**src/rtl/i2c_pkg.sv**
```systemverilog
// ---------------------------------------------------------------------------
// Module : i2c_pkg
// Brief  : Shared state encodings and defaults for the I2C SCL generator.
// Rev    : 1.0  initial release
// ---------------------------------------------------------------------------
`default_nettype none

package i2c_pkg;

    localparam logic [1:0] ST_IDLE = 2'd0;
    localparam logic [1:0] ST_HIGH = 2'd1;
    localparam logic [1:0] ST_LOW  = 2'd2;

    localparam int MIN_HALF     = 2;
    localparam int DEF_DIV_W    = 6;
    localparam int DEF_RST_HALF = 50;

endpackage

`default_nettype wire

```
**src/rtl/i2c_sync2.sv**
```systemverilog
// ---------------------------------------------------------------------------
// Module : i2c_sync2
// Brief  : Two-flop synchroniser for the SCL pad readback, resets to released (1).
// Rev    : 1.0  initial release
// ---------------------------------------------------------------------------
`default_nettype none

module i2c_sync2 (
    input  logic clk,
    input  logic rst,
    input  logic d,
    output logic q
);

    logic meta;

    always_ff @(posedge clk) begin
        if (rst) begin
            meta <= 1'b1;
            q    <= 1'b1;
        end else begin
            meta <= d;
            q    <= meta;
        end
    end

endmodule

`default_nettype wire

```
**src/rtl/i2c_scl_gen.sv**
```systemverilog
// ---------------------------------------------------------------------------
// Module : i2c_scl_gen
// Brief  : I2C SCL generator with programmable half-period, run control and
//          mid-low / mid-high phase ticks. Optional clock stretching is
//          enabled by defining I2C_SCL_STRETCH_EN.
// Rev    : 1.0  initial release
// ---------------------------------------------------------------------------
`default_nettype none

module i2c_scl_gen
    import i2c_pkg::*;
#(
    parameter int DIV_W    = DEF_DIV_W,
    parameter int RST_HALF = DEF_RST_HALF
) (
    input  logic             clk,
    input  logic             rst,
    input  logic             en,
    input  logic [DIV_W-1:0] half_period,
    input  logic             scl_in,
    output logic             scl_out,
    output logic             busy,
    output logic             scl_rise,
    output logic             scl_fall,
    output logic             drive_tick,
    output logic             sample_tick,
    output logic             stretching
);

    logic [1:0]       state;
    logic [DIV_W-1:0] cnt;
    logic [DIV_W-1:0] hp_q;

    logic [1:0]       nxt_state;
    logic [DIV_W-1:0] nxt_cnt;
    logic [DIV_W-1:0] nxt_hp;
    logic             nxt_scl;
    logic             nxt_rise;
    logic             nxt_fall;
    logic [DIV_W-1:0] hp_eff;
    logic             last;
    logic             stall;

    assign hp_eff = (half_period < DIV_W'(MIN_HALF)) ? DIV_W'(MIN_HALF) : half_period;
    assign last   = (cnt == hp_q - DIV_W'(1));

`ifdef I2C_SCL_STRETCH_EN
    logic scl_s;

    i2c_sync2 u_sync (
        .clk (clk),
        .rst (rst),
        .d   (scl_in),
        .q   (scl_s)
    );

    // A slave may only hold SCL low at the very start of the high phase.
    assign stall = (state == ST_HIGH) && (cnt == '0) && !scl_s;

    always_ff @(posedge clk) begin
        if (rst) begin
            stretching <= 1'b0;
        end else begin
            stretching <= stall;
        end
    end
`else
    logic unused_scl_in;

    assign unused_scl_in = scl_in;
    assign stall         = 1'b0;
    assign stretching    = 1'b0;
`endif

    always_comb begin
        nxt_state = state;
        nxt_cnt   = cnt;
        nxt_hp    = hp_q;
        nxt_scl   = scl_out;
        nxt_rise  = 1'b0;
        nxt_fall  = 1'b0;
        case (state)
            ST_IDLE: begin
                nxt_cnt = '0;
                nxt_scl = 1'b1;
                if (en) begin
                    nxt_state = ST_HIGH;
                    nxt_hp    = hp_eff;
                end
            end
            ST_HIGH: begin
                if (stall) begin
                    nxt_cnt = cnt;
                end else if (last) begin
                    nxt_cnt = '0;
                    nxt_hp  = hp_eff;
                    if (en) begin
                        nxt_state = ST_LOW;
                        nxt_scl   = 1'b0;
                        nxt_fall  = 1'b1;
                    end else begin
                        nxt_state = ST_IDLE;
                    end
                end else begin
                    nxt_cnt = cnt + DIV_W'(1);
                end
            end
            ST_LOW: begin
                if (last) begin
                    nxt_cnt   = '0;
                    nxt_hp    = hp_eff;
                    nxt_state = ST_HIGH;
                    nxt_scl   = 1'b1;
                    nxt_rise  = 1'b1;
                end else begin
                    nxt_cnt = cnt + DIV_W'(1);
                end
            end
            default: begin
                nxt_state = ST_IDLE;
                nxt_cnt   = '0;
                nxt_scl   = 1'b1;
            end
        endcase
    end

    // Ticks decode the next-cycle state so they line up with the registered cnt.
    always_ff @(posedge clk) begin
        if (rst) begin
            state       <= ST_IDLE;
            cnt         <= '0;
            hp_q        <= DIV_W'(RST_HALF);
            scl_out     <= 1'b1;
            busy        <= 1'b0;
            scl_rise    <= 1'b0;
            scl_fall    <= 1'b0;
            drive_tick  <= 1'b0;
            sample_tick <= 1'b0;
        end else begin
            state       <= nxt_state;
            cnt         <= nxt_cnt;
            hp_q        <= nxt_hp;
            scl_out     <= nxt_scl;
            busy        <= (nxt_state != ST_IDLE);
            scl_rise    <= nxt_rise;
            scl_fall    <= nxt_fall;
            drive_tick  <= (nxt_state == ST_LOW)  && (nxt_cnt == (nxt_hp >> 1));
            sample_tick <= (nxt_state == ST_HIGH) && (nxt_cnt == (nxt_hp >> 1));
        end
    end

endmodule

`default_nettype wire

```
**config.mk**
```make
export PLATFORM = sky130hd
export DESIGN_NAME = i2c_scl_gen
export DESIGN_NICKNAME = d
export VERILOG_FILES = /design/src/rtl/i2c_pkg.sv /design/src/rtl/i2c_sync2.sv /design/src/rtl/i2c_scl_gen.sv
export SDC_FILE = /design/constraint.sdc
export NUM_CORES = 1
export LEC_CHECK = 0
export CAP_MARGIN = 20
export CORE_MARGIN = 2
export CORE_UTILIZATION = 54
export CTS_CLUSTER_DIAMETER = 100
export DETAILED_ROUTE_END_ITERATION = 6
export PLACE_DENSITY = 0.78
export RECOVER_POWER = 100
export SLEW_MARGIN = 20
export SYNTH_ARGS = -nofsm -noshare
export SYNTH_HDL_FRONTEND = slang
export SYNTH_SLANG_ARGS = --single-unit
```
**constraint.sdc**
```tcl
create_clock -name clk -period 3.3 [get_ports clk]
set_input_delay 0.66 -clock clk [delete_from_list [all_inputs] [get_ports clk]]
set_output_delay 0.66 -clock clk [all_outputs]
set_load 0.005 [all_outputs]
```
# --- After elaboration in Yosys (flattened, before gate mapping) ---
# Index checks and enable logic that the tools add are counted.
# Widths: inputs -> output; s select.
totals:
  register_bits: 20
  output_inout_bits: 7
  inputBits: 10
classes:
  muxes: 17
  bitwise_logic: 3
  magnitude_cmp: 1
  addsub: 2
  n_eq_ne: 11
  n_reduce_logical: 10
ops:
  columns: ["cell", "count"]
  rows:
  - ["$mux 6", 5]
  - ["$pmux 6 s2", 1]
  - ["$mux 2", 4]
  - ["$ne 2x2->1 const B", 4]
  - ["$add 6x1->6 const B", 1]
  - ["$eq 6x5->1", 1]
  - ["$eq 6x6->1", 1]
  - ["$lt 6x2->1 const B", 1]
  - ["$pmux 2 s3", 1]
  - ["$reduce_and 3->1", 2]
  - ["$sub 6x1->6 const B", 1]
  - ["$mux 1", 5]
  - ["$eq 2x1->1 const B", 2]
  - ["$eq 2x2->1 const B", 2]
  - ["$reduce_bool 2->1", 2]
  - ["$reduce_or 2->1", 2]
  - ["$not 1->1", 3]
  - ["$reduce_or 3->1", 1]
  - ["$logic_and 1x1->1", 2]
  - ["$logic_not 2->1", 1]
  - ["$ne 2x1->1 const B", 1]
  - ["$pmux 1 s2", 1]

# --- Longest topological paths before layout ---
depth:
  ltp_word: 6
  ltp_mapped: 11
  mapped_depth_nobuf: 9

# --- Least setup slack after synthesis ---
# Ideal clock, no wire load.
synth_timing:
  path_type: "reg2reg"
  from: "register hp_q[2]"
  to: "register hp_q[5]"
  required_time_ns: 3.180
  slack_ns: 1.027
  period_less_slack_ns: 2.273
  t_arrival_ns: 2.154
  stages_incl_launch_ff: 11
  path_cell_list: "dfxtp_1 > buf_6 > or4_4 > nor3_2 > o2111ai_4 > or2_1 > buf_6 > buf_6 > nand2_1 > o31ai_1 > a211o_1"
synth_via:
  elab_chain_len: 4
synth_rtl:
  columns: ["element", "line", "rtl"]
  rows:
  - ["from (decl)", "i2c_scl_gen.sv:32", "logic [DIV_W-1:0] hp_q;"]
  - ["from (signal assigned)", "i2c_scl_gen.sv:132", "hp_q <= DIV_W'(RST_HALF);"]
  - ["from (signal assigned)", "i2c_scl_gen.sv:142", "hp_q <= nxt_hp;"]
  - ["$sub 6x1->6", "i2c_scl_gen.sv:45", "assign last = (cnt == hp_q - DIV_W'(1));"]
  - ["$eq 6x6->1", "i2c_scl_gen.sv:45", null]
  - ["$mux 6", "i2c_scl_gen.sv:94, i2c_scl_gen.sv:109", null]
  - ["$pmux 6 s2", "i2c_scl_gen.sv:82", "case (state)"]
# Every way passes these cells. The select of a mux whose other input is x is not followed.
# A chain may end at the register's enable or synchronous reset.

# --- Final worst setup path ---
layout_timing:
  from: "register hp_q[2]"
  to: "register hp_q[1]"
# Same word-level chain as after synthesis.

==> results by group <==
Timing
  – Max Fclk: 361.3 MHz
  – Worst hold slack: 0.5022 ns
  – Worst Tran Pin Value: 0.5477 ns
  – Max-slew violations: 0
  – Clk_skew: 0.005329 ns
  – Period minus WS final: 2.768 ns
  – # setup viols final: 0
  – Relative slew slack: 63.49%
  – Final period utilization: 83.87%
  – Setup_tns: 0 ns
  – Final hold viol count: 0
  – RSZ-0062 raised after global routing: no

Route
  – DR vias/cell: 6.049
  – TritonRoute pass-1 iters: 4
  – Via count: 1246
  – Post-Route WL: 3.087 mm
  – Post-DR wirelength/cell: 14.99 µm
  – DRC: 0
  – Post-route ant nets: 0
  – Drt first-iter violations: 31

Synthesis
  – Area leader, netlist: dfxtp_1
  – Synth warn: 0
  – EDFF count, synth: 0
  – #FFs+latches synth: 20
  – Share of synthesized flip-flops with an asynchronous set or reset: 0%
  – Top cell type's share of synthesized area: 28.14%
  – Post-Syn Nets: 183
  – Most frequent cell after synthesis: dfxtp_1
  – Synth unique cells: 54
  – Synthesized area: 1423 µm²
  – Post-Syn Instances: 167
  – Top post-synthesis cells by area: dfxtp_1, ha_1, nand2_1
  – Mean Syn Cell Area: 8.519 µm²
  – Post-synth top cells: dfxtp_1, nand2_1, nor2_1
  – Post-synthesis sequential area ratio: 28.14%
  – Primary FF master, synth: dfxtp_1

Die
  – Die W: 55.33 µm
  – I/O pin total: 17
  – Core footprint: 2477 µm²
  – Initial Utilization: 57.42%
  – Die H: 55.33 µm
  – # rows: 18
  – Die area: 3061 µm²

Clock network
  – # Post-CTS Setup Buffers: 0
  – Clk root buf: clkbuf_4
  – CTS tree: yes
  – Insertion delay to the later sink of the worst-skew pair: 0.30 ns
  – Total CTS buffers: 3
  – Register clock-pin slew on the reported worst setup and hold paths: 0.11 ns
  – Post-CTS Hold Buffers: 0
  – CTS H-tree lvls: 1
  – CTS resizes: 0
  – Max Root-Sink Buffers: 2
  – Num Clock Sinks: 20

Setup path
  – WP data required: 3.50 ns
  – Critical Path Fanout Max: 13
  – R2R depth: 7
  – R2R setup slack: 0.53 ns
  – CP Capture Type: flip-flop
  – Worst Path Arrival: 2.96 ns
  – Worst r2r dst: hp_q[1]
  – R2r startpoint: hp_q[2]
  – CP Launch Type: flip-flop
  – Kind of critical path: reg2reg

Pwr
  – Pwr/cell area: 353.4 nW/µm²
  – Peak VDD IR: 0.2869 mV
  – Leakage: 0.6426 nW
  – Power Total: 0.0005448 W

Worst hold path
  – Hold Crit Start: scl_out
  – Hold Crit Depth: 2
  – Worst Hold End: scl_out
  – Hold/Removal Path Class: reg2reg

Global route
  – Total grt overflow: 0
  – Largest net degree at the start of global routing: 19
  – Vias in the first global route: 1171
  – GRT Util Overall: 20.52%
  – First-pass GRT wire length: 5.126 mm
  – Initial antenna violation count: 0

Cells and area
  – Layout cell share with drive strength beyond 1: 7.386%
  – Final Util: 62.22%
  – Layout Nets: 194
  – Ant diodes: 0
  – Layout fillers: 221
  – Layout overhead on the synthesized area: 8.355%

Outcome
  – Status: finished, final reports clean

Placement
  – IO Port Bufs: 14
  – Hpwl dp: 2.302 mm
  – Gp weighted congestion: 0.7922

Run
  – Max-Cap Viols: 0
## logic make-up after synthesis
family / after synthesis / share of synthesized area (%)
other cells: 1 / 0.2636
simple gates: 60 / 23.40
xor+xnor: 10 / 6.156
mux: 7 / 5.101
fa+ha+maj: 6 / 5.277
compound gates: 42 / 24.10
flops: 20 / 28.14
buf+inv: 21 / 7.564
## cells in the final DEF (no fill, tap or decap), types with 5 or more instances in the layout
cell type and count:
dfxtp_1 20, nand2b_1 6, a21oi_1 7, mux2i_1 5, inv_1 11, o21ai_0 5
nor2_1 12, ha_1 6, nand2_1 16, nor3_1 5, xor2_1 6, nor2b_1 6
clkdlybuf4s50_1 8, dlygate4sd3_1 6
## worst max-delay path: stages, from the launching register on
cell and delay [ns]:
dfxtp_1 0.41, or4_1 0.56, o21a_1 0.22, o2111ai_4 0.32
or2_1 0.47, clkbuf_1 0.26, o21ai_0 0.13, a211o_1 0.29
## power by group
part           total, W  switching [W]  internal [W]
Combinational  0.000160      0.0000865     0.0000738
Clock          0.000114      0.0000719     0.0000426
Sequential     0.000270      0.0000167      0.000253
## area by class of cell
class                   count  area, µm²  area share (%)
well taps                  30      37.54           2.435
multi-input cells         126      888.4           57.63
flip-flops and latches     20      400.4           25.97
clock buffers               3      22.52           1.461
repair buffers             16      151.4           9.821
inverters                  11      41.29           2.679
## routing by layer
| layer | share of wire, % | wire length (µm) | up-vias | track usage [%] |
|---|---|---|---|---|
| met2 | 51 | 1571 | 38 | 36.22 |
| met1 | 43 | 1331 | 594 | 25.11 |
| li1 | - | - | 609 | - |
| met3 | 4.9 | 151 | 5 | 2.576 |
| met5 | 0 | 0 | - | 0 |
| met4 | 1.0 | 32 | 0 | 8.014 |
## state kept, by name (all words and copies together) (netlist names)
name and flops:
scl_out 1, scl_rise 1, sample_tick 1, hp_q 6, drive_tick 1, cnt 6
state 2, busy 1, scl_fall 1
## worst max-delay path by stage
| stage | start | to | slack, ns | depth (start not counted) |
|---|---|---|---|---|
| final | hp_q[2] | hp_q[1] | 0.53 | 7 |
| after global routing | hp_q[2] | drive_tick | 0.35 | 7 |
| after CTS | hp_q[2] | sample_tick | 0.59 | 7 |
| after detailed placement | half_period[5] | sample_tick | 0.61 | 8 |
| after global placement | half_period[5] | sample_tick | 0.64 | 8 |
| after floorplan | hp_q[2] | hp_q[5] | 1.03 | 10 |
## stage by stage
step / area, µm² / worst slack, ns / std cells
floorplan: 1423 / 1.027 / 167
global placement: 1549 / 0.6432 / 203
detailed placement: 1549 / 0.6138 / 203
CTS: 1572 / 0.5925 / 206
global route: 1541 / 0.3479 / 206
finish: 1541 / 0.5324 / 206
Note: power is estimated with default switching activity, not from simulation.
